**config.mk**
```make
export PLATFORM = sky130hd
export DESIGN_NAME = issue_ctrl_flat
export DESIGN_NICKNAME = d
export VERILOG_FILES = /design/src/rtl/issue_if.sv /design/src/rtl/issue_ctrl.sv /design/src/flat_wrapper.sv
export SDC_FILE = /design/constraint.sdc
export NUM_CORES = 1
export LEC_CHECK = 0
export CAP_MARGIN = 20
export CORE_MARGIN = 2
export CORE_UTILIZATION = 46
export CTS_CLUSTER_SIZE = 28
export DETAILED_ROUTE_END_ITERATION = 10
export GPL_TIMING_DRIVEN = 0
export MAX_ROUTING_LAYER = met4
export PLACE_DENSITY = 0.91
export SYNTH_ARGS = -nofsm -noshare
export SYNTH_HDL_FRONTEND = slang
export SYNTH_SLANG_ARGS = --single-unit
```
**constraint.sdc**
```tcl
create_clock -name clk -period 2.35 [get_ports clk]
set_clock_uncertainty 0.1 [all_clocks]
set_input_delay 0.3525 -clock clk [delete_from_list [all_inputs] [get_ports clk]]
set_output_delay 0.3525 -clock clk [all_outputs]
set_load 0.01 [all_outputs]
```
**src/rtl/issue_if.sv**
```systemverilog
// Decode-to-issue bundle: decoded pair attributes in, issue decisions out.
// master drives the decoded pair and the pipeline controls; slave is the scheduler.
interface issue_if;
    logic       pipe_stall;
    logic       flush;
    logic       m_valid,   s_valid;
    logic [4:0] m_rs,      m_rt,      s_rs,      s_rt;
    logic       m_rs_used, m_rt_used, s_rs_used, s_rt_used;
    logic [4:0] m_dest,    s_dest;
    logic       m_reg_en,  s_reg_en;
    logic       m_load,    s_load;
    logic       m_mem,     s_mem;
    logic       m_muldiv,  s_muldiv;
    logic       s_branch;
    logic       master_issue;
    logic       slave_issue;
    logic       decode_stall;
    logic       muldiv_start;
    logic       muldiv_busy;

    modport master (
        output pipe_stall, flush, m_valid, s_valid,
               m_rs, m_rt, s_rs, s_rt, m_rs_used, m_rt_used, s_rs_used, s_rt_used,
               m_dest, s_dest, m_reg_en, s_reg_en, m_load, s_load,
               m_mem, s_mem, m_muldiv, s_muldiv, s_branch,
        input  master_issue, slave_issue, decode_stall, muldiv_start, muldiv_busy
    );

    modport slave (
        input  pipe_stall, flush, m_valid, s_valid,
               m_rs, m_rt, s_rs, s_rt, m_rs_used, m_rt_used, s_rs_used, s_rt_used,
               m_dest, s_dest, m_reg_en, s_reg_en, m_load, s_load,
               m_mem, s_mem, m_muldiv, s_muldiv, s_branch,
        output master_issue, slave_issue, decode_stall, muldiv_start, muldiv_busy
    );
endinterface

```
**src/rtl/issue_ctrl.sv**
```systemverilog
// Dual-issue scheduler: load-use shadow, intra-pair hazards, mul/div busy block.
// Zero-cycle issue decision; holds the pair on pipe_stall, drops it on flush.
module issue_ctrl #(
    parameter int unsigned MULDIV_CYCLES = 8
) (
    input  logic    clk,
    input  logic    rst,
    issue_if.slave  bus
);
    typedef enum logic {IDLE, BUSY} state_t;

    localparam logic [4:0] CNT_INIT = 5'(MULDIV_CYCLES - 1);

    state_t     state_q;
    logic [4:0] cnt_q;
    logic       sh_m_vld_q, sh_s_vld_q, sh_m_vld_d, sh_s_vld_d;
    logic [4:0] sh_m_addr_q, sh_s_addr_q, sh_m_addr_d, sh_s_addr_d;

    function automatic logic load_hit(input logic [4:0] x,
                                      input logic mv, input logic [4:0] ma,
                                      input logic sv, input logic [4:0] sa);
        return (x != 5'd0) && ((mv && ma == x) || (sv && sa == x));
    endfunction

    logic m_src_hit, s_src_hit, raw_hit, waw_hit, m_ok, s_ok;

    assign m_src_hit = (bus.m_rs_used && load_hit(bus.m_rs, sh_m_vld_q, sh_m_addr_q, sh_s_vld_q, sh_s_addr_q))
                    || (bus.m_rt_used && load_hit(bus.m_rt, sh_m_vld_q, sh_m_addr_q, sh_s_vld_q, sh_s_addr_q));
    assign s_src_hit = (bus.s_rs_used && load_hit(bus.s_rs, sh_m_vld_q, sh_m_addr_q, sh_s_vld_q, sh_s_addr_q))
                    || (bus.s_rt_used && load_hit(bus.s_rt, sh_m_vld_q, sh_m_addr_q, sh_s_vld_q, sh_s_addr_q));
    assign raw_hit   = bus.m_reg_en && (bus.m_dest != 5'd0)
                    && ((bus.s_rs_used && bus.s_rs == bus.m_dest) || (bus.s_rt_used && bus.s_rt == bus.m_dest));
    assign waw_hit   = bus.m_reg_en && bus.s_reg_en && (bus.m_dest == bus.s_dest) && (bus.m_dest != 5'd0);

    assign m_ok = !rst && bus.m_valid && !bus.pipe_stall && !bus.flush
               && (state_q == IDLE) && !m_src_hit;
    assign s_ok = m_ok && bus.s_valid && !bus.s_branch && !bus.s_muldiv
               && !(bus.m_mem && bus.s_mem) && !s_src_hit && !raw_hit && !waw_hit;

    assign bus.master_issue = m_ok;
    assign bus.slave_issue  = s_ok;
    assign bus.decode_stall = !rst && bus.m_valid && !m_ok;
    assign bus.muldiv_start = m_ok && bus.m_muldiv;
    assign bus.muldiv_busy  = (state_q == BUSY);

    // The shadow follows the pair into EX; a held slot advances as a bubble.
    always_comb begin
        sh_m_vld_d  = sh_m_vld_q;
        sh_m_addr_d = sh_m_addr_q;
        sh_s_vld_d  = sh_s_vld_q;
        sh_s_addr_d = sh_s_addr_q;
        if (bus.flush) begin
            sh_m_vld_d = 1'b0;
            sh_s_vld_d = 1'b0;
        end else if (!bus.pipe_stall) begin
            sh_m_vld_d  = m_ok && bus.m_load && bus.m_reg_en && (bus.m_dest != 5'd0);
            sh_m_addr_d = bus.m_dest;
            sh_s_vld_d  = s_ok && bus.s_load && bus.s_reg_en && (bus.s_dest != 5'd0);
            sh_s_addr_d = bus.s_dest;
        end
    end

    always_ff @(posedge clk) begin
        if (rst) begin
            sh_m_vld_q  <= 1'b0;
            sh_m_addr_q <= 5'd0;
            sh_s_vld_q  <= 1'b0;
            sh_s_addr_q <= 5'd0;
        end else begin
            sh_m_vld_q  <= sh_m_vld_d;
            sh_m_addr_q <= sh_m_addr_d;
            sh_s_vld_q  <= sh_s_vld_d;
            sh_s_addr_q <= sh_s_addr_d;
        end
    end

    // Counter keeps running under pipe_stall: the unit finishes regardless.
    always_ff @(posedge clk) begin
        if (rst || bus.flush) begin
            state_q <= IDLE;
            cnt_q   <= 5'd0;
        end else begin
            case (state_q)
                IDLE: if (m_ok && bus.m_muldiv) begin
                    state_q <= BUSY;
                    cnt_q   <= CNT_INIT;
                end
                BUSY: if (cnt_q == 5'd0) begin
                    state_q <= IDLE;
                end else begin
                    cnt_q <= cnt_q - 5'd1;
                end
                default: begin
                    state_q <= IDLE;
                    cnt_q   <= 5'd0;
                end
            endcase
        end
    end
endmodule

```
**src/flat_wrapper.sv**
```systemverilog
// flat-port wrapper written by rule: the top's interface ports become plain ports
module issue_ctrl_flat 
#(
    parameter int unsigned MULDIV_CYCLES = 8
)
  (clk, rst, bus_pipe_stall, bus_flush, bus_m_valid, bus_s_valid, bus_m_rs, bus_m_rt, bus_s_rs, bus_s_rt, bus_m_rs_used, bus_m_rt_used, bus_s_rs_used, bus_s_rt_used, bus_m_dest, bus_s_dest, bus_m_reg_en, bus_s_reg_en, bus_m_load, bus_s_load, bus_m_mem, bus_s_mem, bus_m_muldiv, bus_s_muldiv, bus_s_branch, bus_master_issue, bus_slave_issue, bus_decode_stall, bus_muldiv_start, bus_muldiv_busy);
  issue_if bus_i ();
  input  logic clk;
  input  logic rst;
  input wire logic [$bits(bus_i.pipe_stall)-1:0] bus_pipe_stall;
  input wire logic [$bits(bus_i.flush)-1:0] bus_flush;
  input wire logic [$bits(bus_i.m_valid)-1:0] bus_m_valid;
  input wire logic [$bits(bus_i.s_valid)-1:0] bus_s_valid;
  input wire logic [$bits(bus_i.m_rs)-1:0] bus_m_rs;
  input wire logic [$bits(bus_i.m_rt)-1:0] bus_m_rt;
  input wire logic [$bits(bus_i.s_rs)-1:0] bus_s_rs;
  input wire logic [$bits(bus_i.s_rt)-1:0] bus_s_rt;
  input wire logic [$bits(bus_i.m_rs_used)-1:0] bus_m_rs_used;
  input wire logic [$bits(bus_i.m_rt_used)-1:0] bus_m_rt_used;
  input wire logic [$bits(bus_i.s_rs_used)-1:0] bus_s_rs_used;
  input wire logic [$bits(bus_i.s_rt_used)-1:0] bus_s_rt_used;
  input wire logic [$bits(bus_i.m_dest)-1:0] bus_m_dest;
  input wire logic [$bits(bus_i.s_dest)-1:0] bus_s_dest;
  input wire logic [$bits(bus_i.m_reg_en)-1:0] bus_m_reg_en;
  input wire logic [$bits(bus_i.s_reg_en)-1:0] bus_s_reg_en;
  input wire logic [$bits(bus_i.m_load)-1:0] bus_m_load;
  input wire logic [$bits(bus_i.s_load)-1:0] bus_s_load;
  input wire logic [$bits(bus_i.m_mem)-1:0] bus_m_mem;
  input wire logic [$bits(bus_i.s_mem)-1:0] bus_s_mem;
  input wire logic [$bits(bus_i.m_muldiv)-1:0] bus_m_muldiv;
  input wire logic [$bits(bus_i.s_muldiv)-1:0] bus_s_muldiv;
  input wire logic [$bits(bus_i.s_branch)-1:0] bus_s_branch;
  output wire logic [$bits(bus_i.master_issue)-1:0] bus_master_issue;
  output wire logic [$bits(bus_i.slave_issue)-1:0] bus_slave_issue;
  output wire logic [$bits(bus_i.decode_stall)-1:0] bus_decode_stall;
  output wire logic [$bits(bus_i.muldiv_start)-1:0] bus_muldiv_start;
  output wire logic [$bits(bus_i.muldiv_busy)-1:0] bus_muldiv_busy;
  assign bus_i.pipe_stall = bus_pipe_stall;
  assign bus_i.flush = bus_flush;
  assign bus_i.m_valid = bus_m_valid;
  assign bus_i.s_valid = bus_s_valid;
  assign bus_i.m_rs = bus_m_rs;
  assign bus_i.m_rt = bus_m_rt;
  assign bus_i.s_rs = bus_s_rs;
  assign bus_i.s_rt = bus_s_rt;
  assign bus_i.m_rs_used = bus_m_rs_used;
  assign bus_i.m_rt_used = bus_m_rt_used;
  assign bus_i.s_rs_used = bus_s_rs_used;
  assign bus_i.s_rt_used = bus_s_rt_used;
  assign bus_i.m_dest = bus_m_dest;
  assign bus_i.s_dest = bus_s_dest;
  assign bus_i.m_reg_en = bus_m_reg_en;
  assign bus_i.s_reg_en = bus_s_reg_en;
  assign bus_i.m_load = bus_m_load;
  assign bus_i.s_load = bus_s_load;
  assign bus_i.m_mem = bus_m_mem;
  assign bus_i.s_mem = bus_s_mem;
  assign bus_i.m_muldiv = bus_m_muldiv;
  assign bus_i.s_muldiv = bus_s_muldiv;
  assign bus_i.s_branch = bus_s_branch;
  assign bus_master_issue = bus_i.master_issue;
  assign bus_slave_issue = bus_i.slave_issue;
  assign bus_decode_stall = bus_i.decode_stall;
  assign bus_muldiv_start = bus_i.muldiv_start;
  assign bus_muldiv_busy = bus_i.muldiv_busy;
  issue_ctrl #(.MULDIV_CYCLES(MULDIV_CYCLES)) u_core (.clk(clk), .rst(rst), .bus(bus_i));
endmodule
```
## Yosys cells after proc, flatten, opt, wreduce, memory -nomap -nowiden

Index checks and enable logic that the tools add are counted.

| word-level totals | value |
|---|---|
| register bits | 18 |

| cells by class | value |
|---|---|
| add/subtract/negate cells | 1 |
| eq/ne operators | 13 |
| mux-type cells | 6 |
| bitwise operators | 3 |
| reduce and logical (&&, ||, !) cells | 73 |

Operator list:

| cell | count |
|---|---|
| $eq 5x5->1 | 11 |
| $logic_and 1x1->1 | 44 |
| $reduce_bool 5->1 | 6 |
| $logic_not 1->1 | 11 |
| $mux 5 | 2 |
| $pmux 5 s2 | 1 |
| $logic_or 1x1->1 | 8 |
| $logic_not 5->1 | 1 |
| $sub 5x1->5 const B | 1 |
| $ne 2x2->1 const B | 2 |
| $reduce_and 2->1 | 2 |
| $not 1->1 | 3 |
| $mux 1 | 2 |
| $pmux 1 s2 | 1 |
| $reduce_or 2->1 | 1 |

## Depth between registers and ports, before layout

Gate-level depths: netlist of the first run.

| logic depth | value |
|---|---|
| depth in word-level cells | 18 |
| gate-level depth with buffers | 8 |
| gate-level depth less buffers | 8 |

## Worst setup path after synthesis of the first run

OpenSTA, ideal clock, no wires.

| path | value |
|---|---|
| kind | input port to output port |
| from | in bus_m_rt[0] |
| to | out bus_decode_stall |
| data arrival time | 1.721 ns |
| required time | 1.898 ns |
| slack | 0.176 ns |
| stages | 5 |
| path through | or4_1 o21a_1 a2111oi_4 and2_2 nor2_1 |

| between the ends | value |
|---|---|
| longest elaborated chain between the ends | 10 |
| elaborated cells between the ends (all ways) | 13 |
| classes of those cells | eq/ne (2); reduce/logical (11) |

RTL lines:

| item | line | text |
|---|---|---|
| start: declaration | flat_wrapper.sv:15 | `input wire logic [$bits(bus_i.m_rt)-1:0] bus_m_rt;` |
| $eq 5x5->1 | issue_ctrl.sv:22 | `return (x != 5'd0) && ((mv && ma == x) \|\| (sv && sa == x));` |
| $logic_and 1x1->1 | issue_ctrl.sv:22 |  |
| $logic_or 1x1->1 | issue_ctrl.sv:22 |  |
| $logic_and 1x1->1 * | issue_ctrl.sv:22 |  |
| $logic_and 1x1->1 * | issue_ctrl.sv:28 | `\|\| (bus.m_rt_used && load_hit(bus.m_rt, sh_m_vld_q, sh_m_addr_q, sh_s_vld_q, sh_s_addr_q));` |
| $logic_or 1x1->1 * | issue_ctrl.sv:28 |  |
| $logic_not 1->1 * | issue_ctrl.sv:36 | `&& (state_q == IDLE) && !m_src_hit;` |
| $logic_and 1x1->1 * | issue_ctrl.sv:36 |  |
| net bus_master_issue | flat_wrapper.sv:33 | `output wire logic [$bits(bus_i.master_issue)-1:0] bus_master_issue;` |
| $logic_not 1->1 * | issue_ctrl.sv:42 | `assign bus.decode_stall = !rst && bus.m_valid && !m_ok;` |
| $logic_and 1x1->1 * | issue_ctrl.sv:42 |  |
| end: declaration | flat_wrapper.sv:35 | `output wire logic [$bits(bus_i.decode_stall)-1:0] bus_decode_stall;` |

Mark *: on every way through the listed nets, which the timed path passes. The rest lies on a longest branch.

## Worst setup path after layout of the first run

| path | value |
|---|---|
| from | in bus_m_dest[4] |
| to | out bus_slave_issue |

| between the ends | value |
|---|---|
| longest elaborated chain between the ends | 7 |
| elaborated cells between the ends (all ways) | 15 |
| classes of those cells | eq/ne (3); reduce/logical (12) |

RTL lines:

| item | line | text |
|---|---|---|
| start: declaration | flat_wrapper.sv:22 | `input wire logic [$bits(bus_i.m_dest)-1:0] bus_m_dest;` |
| $eq 5x5->1 | issue_ctrl.sv:32 | `&& ((bus.s_rs_used && bus.s_rs == bus.m_dest) \|\| (bus.s_rt_used && bus.s_rt == bus.m_dest));` |
| $logic_and 1x1->1 | issue_ctrl.sv:32 |  |
| $logic_or 1x1->1 | issue_ctrl.sv:32 |  |
| $logic_and 1x1->1 | issue_ctrl.sv:32 |  |
| $logic_not 1->1 | issue_ctrl.sv:38 | `&& !(bus.m_mem && bus.s_mem) && !s_src_hit && !raw_hit && !waw_hit;` |
| $logic_and 1x1->1 | issue_ctrl.sv:38 |  |
| $logic_and 1x1->1 * | issue_ctrl.sv:38 |  |
| end: declaration | flat_wrapper.sv:34 | `output wire logic [$bits(bus_i.slave_issue)-1:0] bus_slave_issue;` |

Mark *: on every way between the ends. The rest lies on a longest branch, timed or not.

==> results of run 1 <==
-- cell usage after synthesis (4+ instances only) --
cell | n | area [um^2]
a21oi_1 | 13 | 65.1
inv_1 | 4 | 15.0
dfxtp_1 | 18 | 360
xor2_1 | 22 | 193
nor4_1 | 5 | 31.3
nor3_1 | 6 | 30.0
or4_1 | 5 | 37.5
nand4_1 | 7 | 43.8
xnor2_1 | 36 | 315
nand2_1 | 36 | 135
buf_2 | 10 | 50.1
nand3_1 | 5 | 25.0
nor2_1 | 6 | 22.5
-- cells in the final DEF (no fill, tap or decap), drive strengths merged, types with 3 or more instances in the layout --
master	instances
nand3	5
nor2	6
nor3	6
inv	4
nand4	7
clkdlybuf4s50	32
dlymetal6s2s	3
buf	22
or4	5
o21a	3
dfxtp	18
nand2	36
o22ai	3
a21oi	13
clkbuf	7
xnor2	36
nor4	5
xor2	22
dlygate4sd2	9
-- cell type report --
type	instances	area, um^2	share of cell area (%)
timing repair buffer	61	583	25.8
tap	46	57.6	2.55
clock buffer	4	36.3	1.61
inverter	4	15.0	0.664
buffer	8	45.0	1.99
multi-input combinational	167	1150	51.1
sequential	18	368	16.3
-- kinds of logic (layout without fill, tap and decap cells) --
logic type	after synthesis	after routing	share of synthesized area, %
buf+inv	17	77	4.89
xor+xnor	58	58	32.6
compound gates	30	30	13.5
simple gates	76	76	23.7
flops	18	18	23.1
mux	1	1	0.642
fa+ha+maj	2	2	1.60
-- state kept, by name, indices dropped and copies added, names as in the netlist --
| name | cells |
|---|---|
| u_core.cnt_q | 5 |
| u_core.sh_m_vld_q | 1 |
| u_core.sh_m_addr_q | 5 |
| u_core.bus.muldiv_busy | 1 |
| u_core.sh_s_addr_q | 5 |
| u_core.sh_s_vld_q | 1 |
-- power by group --
part           internal (mW)  total, mW  leakage [nW]  switching [mW]
sequential             0.314      0.326         0.149          0.0113
clock                 0.0948      0.203        0.0210           0.108
combinational          0.142      0.258         0.659           0.116
total                  0.552      0.787         0.829           0.235
-- stage by stage --
| stage | area [um^2] | setup slack [ns] | cells |
|---|---|---|---|
| 2_1_floorplan | 1560 | 0.176 | 202 |
| 3_3_place_gp | 2140 | -0.919 | 300 |
| 3_5_place_dp | 2140 | -0.935 | 300 |
| 4_1_cts | 2220 | -0.179 | 310 |
| 5_1_grt | 2260 | -0.294 | 308 |
| 6_report | 2260 | -0.207 | 308 |
-- repair_timing --
| action | in CTS | in global routing |
|---|---|---|
| pin swaps | 6 | 6 |
| endpoints found under the setup margin | 4 | 4 |
| cloned | 0 | 0 |
| resized for setup | 54 | 18 |
| setup buffers | 6 | 3 |
-- worst max-delay path by stage --
stage	startpoint	end	slack, ns	cells past startpoint
floorplan	bus_m_rt[0]	bus_decode_stall	0.18	5
global placement	bus_m_rt[0]	bus_slave_issue	-0.92	6
detailed placement	bus_m_rt[0]	bus_slave_issue	-0.93	6
CTS	bus_m_rt[3]	bus_slave_issue	-0.18	7
global route	bus_m_dest[4]	bus_slave_issue	-0.29	7
finish	bus_m_dest[4]	bus_slave_issue	-0.21	6
-- metal layers --
metal / track usage [%] / vias to the layer above / part of all wire (%)
met5: - / - / 0
met4: 13.3 / 0 / 3.3
met3: 3.99 / 17 / 6.2
met2: 43.2 / 76 / 50
met1: 30.1 / 814 / 41
li1: - / 808 / -
-- worst min-delay path: cells and delay by family --
| kind | cells | cell delay, ns |
|---|---|---|
| AO/OA/AOI/OAI | 1 | 0.06 |
| buffers and inverters | 1 | 0.19 |
| AND/OR/NAND/NOR | 1 | 0.11 |
==> flow_summary.yaml, run 1 <==
critical_path:
  crit_buf_inv: 2
  start_kind: "input pin"
  end_kind: "output port"
  r2r-start: "u_core.sh_m_addr_q[3]"
  reg2reg_setup_slack_ns: 0.13
  path_delay_family: "simple AND/OR/NAND/NOR gates"
  crit_fanout: 5
  critPathKind: "input pin to output port"
  r2r_cells: 9
  cp_cell_sequence: "clkdlybuf4s50_1 > or4_1 > o21ai_0 > a31oi_1 > and4bb_2 > buf_6"
  cpPeakStageDelay_ns: 0.54
  timing.rr.end: "u_core.sh_s_vld_q"
  crit_path_top_delay_cell: "clkdlybuf4s50_1"
  required_ns: 1.90
  arrival_ns: 2.10
floorplanning:
  rows: 21
  die_x_um: 62.2
  die_h_um: 62.2
  start_util_pct: 47.5
  coreArea_mm2: 0.00328
  dieArea_mm2: 0.00387
  io_pins: 54
placement:
  hpwl_mm: 3.51
  place_congestion: 0.973
  portBuffers: 52
hold_path:
  hold_depth: 3
  hold_path.startpoint: "bus_m_dest[0]"
  min_to: "u_core.sh_m_addr_q[0]"
  hold_class: "input pin to flop"
sta:
  min_period_over_period_pct: 109
  clock.fmax_mhz: 391
  setup_violations: 4
  slew_viol_final: 0
  rsz0062_at_grt: "yes"
  fin_ws_ns: -0.207
  hold_viol_final: 0
  fin_tns_setup_ns: -0.418
  whs_ns: 0.324
  worst_slew_pin_slew_ns: 0.622
  relSlewSlack_pct: 58.4
  min_period_ns: 2.56
synthesis:
  syn_area_mm2: 0.00156
  ys_seq_area_share_pct: 23.1
  syn_area_per_cell_um2: 7.72
  synth.distinct_cells: 31
  syn_nets: 253
  synth_cells: 202
  synthArstFlopShare_pct: 0
  synth_seq_cells: 18
  ys.flop_type: "dfxtp_1"
  synth_edf_count: 0
  yosys_warnings: 0
clocking:
  htreeDepth: 1
  root_buffer: "clkbuf_4"
  clk_pin_slew_ns: 0.12
  cts_tree: "done"
  cts_buffer_depth: 2
  clk_latency_ns: 0.31
  clock-sinks: 18
  cts_hold_buf: 0
  cts_made_buffers: 3
route:
  vias_per_cell: 5.57
  wire_per_inst_um: 15.8
  first_iter_violations: 121
  vias: 1715
  drtPass1Iterations: 4
  wl_mm: 4.86
  drc: 0
  postRouteAntennaNets: 0
final_layout:
  area_growth_pct: 44.8
  fin_nets: 314
  drive_above_1_share_pct: 16.8
  fill_cells: 255
  diodes: 0
  utilization_pct: 68.8
outcome:
  status: "complete, but fails checks"
  failed_checks: "negative setup slack"
grt:
  antenna_found_initial: 0
  grt_start_max_net_pins: 11
  grt_pass1_vias: 1654
  grt_first_pass_wirelength_mm: 7.88
  grt_overflow_total: 0
  track_usage_pct: 25.8
pwr:
  peakVddDrop_v: 0.000326
  power.leakage_nw: 0.829
  power_mw: 0.787
  power_density_mw_per_mm2: 348
job:
  cap_viol_max_count: 0
(Power assumes the default switching activity.)
==> inputs of run 2 (changes only) <==
--- a/config.mk
+++ b/config.mk
@@ -13,2 +13,3 @@
 export GPL_TIMING_DRIVEN = 0
+export HOLD_SLACK_MARGIN = 0.15
 export MAX_ROUTING_LAYER = met4
--- a/constraint.sdc
+++ b/constraint.sdc
@@ -4,2 +4,2 @@
 set_output_delay 0.3525 -clock clk [all_outputs]
-set_load 0.01 [all_outputs]
+set_load 0.1 [all_outputs]
==> flow_summary.yaml, run 2 (synthesis results as in run 1) <==
route:
  drtPass1Iterations: 4
  postRouteAntennaNets: 0
  wire_per_inst_um: 15.5
  vias: 1649
  drc: 0
  first_iter_violations: 87
  vias_per_cell: 5.46
  wl_mm: 4.67
final_layout:
  finalInstanceArea_mm2: 0.00226
  final_common_cell: "xnor2_1"
  fin_nets: 308
  layout_common_cells: "xnor2_1, nand2_1, clkdlybuf4s50_1"
  fill_cells: 256
  area_growth_pct: 45.0
  drive_above_1_share_pct: 14.8
  biggestRegsByFlops: "u_core.cnt_q: 5 flops, u_core.sh_m_addr_q: 5 flops, u_core.sh_s_addr_q: 5 flops"
  diodes: 0
  fin_cells: 302
pwr:
  pwr-share-clk_pct: 24.5
  power_mw: 0.790
  switching_share_pct: 30.0
  p_int_mw: 0.553
  power_frac_comb_pct: 33.9
  power_density_mw_per_mm2: 349
  p_sw_mw: 0.237
  peakVddDrop_v: 0.000266
  p_seq_share_pct: 41.6
  power.leakage_nw: 0.810
critical_path:
  arrival_ns: 2.11
  end_kind: "output port"
  critPathKind: "input pin to output port"
  start_kind: "input pin"
  cp_cell_sequence: "buf_8 > or4_1 > o21a_1 > a2111oi_4 > and4bb_4 > buf_12"
  required_ns: 1.90
  crit_path_top_delay_cell: "or4_1"
  crit_fanout: 5
  cpPeakStageDelay_ns: 0.50
hold_path:
  hold_class: "input pin to flop"
outcome:
  status: "complete, but fails checks"
  failed_checks: "negative setup slack"
floorplanning:
  rows: 21
  die_h_um: 62.2
  coreArea_mm2: 0.00328
  die_x_um: 62.2
  io_pins: 54
  dieArea_mm2: 0.00387
  start_util_pct: 47.5
clocking:
  clk_pin_slew_ns: 0.10
  cts_made_buffers: 3
  clk_latency_ns: 0.30
  htreeDepth: 1
  cts_tree: "done"
  clock-sinks: 18
  root_buffer: "clkbuf_4"
  cts_buffer_depth: 2
placement:
  postPlaceCellArea_mm2: 0.00215
  hpwl_mm: 3.53
  place_congestion: 0.940
  portBuffers: 52
  dp.cells: 300
sta:
  worst_slew_pin_slew_ns: 0.949
  clock.fmax_mhz: 390
  min_period_ns: 2.56
  min_period_over_period_pct: 109
  rsz0062_at_grt: "yes"
  fin_ws_ns: -0.215
  relSlewSlack_pct: 37.0
  hold_viol_final: 0
  slew_viol_final: 0
  setup_violations: 4
grt:
  grt_first_pass_wirelength_mm: 7.58
  grt_overflow_total: 0
  antenna_found_initial: 0
  grt_start_max_net_pins: 11
  track_usage_pct: 24.5
  grt_pass1_vias: 1702
job:
  cap_viol_max_count: 0
[run 2: cell count changes in the layout (fill, tap and decap cells not counted), sizes merged]
cell,previous run,this run
dlymetal6s2s,3,4
clkdlybuf4s50,32,30
clkinvlp,0,1
dlygate4sd2,9,10
buf,22,16
inv,4,3
[run 2: repair_timing]
item,in CTS,in global routing
hold buffers,0,0
buffers inserted,1,4
endpoints found under the setup margin,5,4
pin swaps,6,7
gates resized for setup,68,17
[run 2: worst max-delay path: cells and delay by family]
family	cells	cell delay [ns]
and+or+nand+nor	2	0.84
buffers and inverters	2	0.27
AOI/OAI and AO/OA	2	0.65
[run 2: layer usage]
layer	part of all wire, %	up-vias	GRT usage [%]
li1	-	798	-
met1	41	770	29.5
met2	50	72	42.7
met3	6.7	9	2.54
met4	1.7	0	8.89
met5	0	-	-
[run 2: area by class of cell]
cell class	count	area [um^2]	area share (%)
buffer	6	28.8	1.27
clock buffer	4	36.3	1.60
inverter	4	18.8	0.830
multi-input combinational	167	1160	51.1
sequential	18	369	16.3
tap	46	57.6	2.54
timing repair buffer	57	596	26.3
[run 2: power by group through the flow]
| stage | clock network [mW] | logic [mW] | registers, mW |
|---|---|---|---|
| 2_1_floorplan | 0 | 0.142 | 0.322 |
| 3_3_place_gp | 0 | 0.270 | 0.322 |
| 3_5_place_dp | 0 | 0.276 | 0.323 |
| 4_1_cts | 0.197 | 0.277 | 0.315 |
| 5_1_grt | 0.208 | 0.289 | 0.330 |
| 6_report | 0.193 | 0.268 | 0.329 |
[run 2: final timing paths]
path | start | endpoint | slack (ns) | cells past startpoint
min reg2reg | u_core.sh_s_addr_q[1] | u_core.sh_s_addr_q[1] | 0.43 | 2
max | bus_m_rt[3] | bus_slave_issue | -0.21 | 6
max reg2reg | u_core.sh_m_addr_q[4] | u_core.cnt_q[1] | 0.40 | 8
min | bus_pipe_stall | u_core.sh_m_vld_q | 0.31 | 3
[run 2: through the flow]
stage               TNS (ns)  hold WS [ns]  util, %  setup slack (ns)
global route           -1.03         0.341     68.9            -0.295
CTS                   -0.918         0.324     67.8            -0.268
global placement       -7.21         0.366     65.6             -1.54
finish                -0.710         0.307     68.9            -0.215
floorplan             -0.318         0.351        -            -0.144
detailed placement     -7.56         0.383     65.6             -1.56
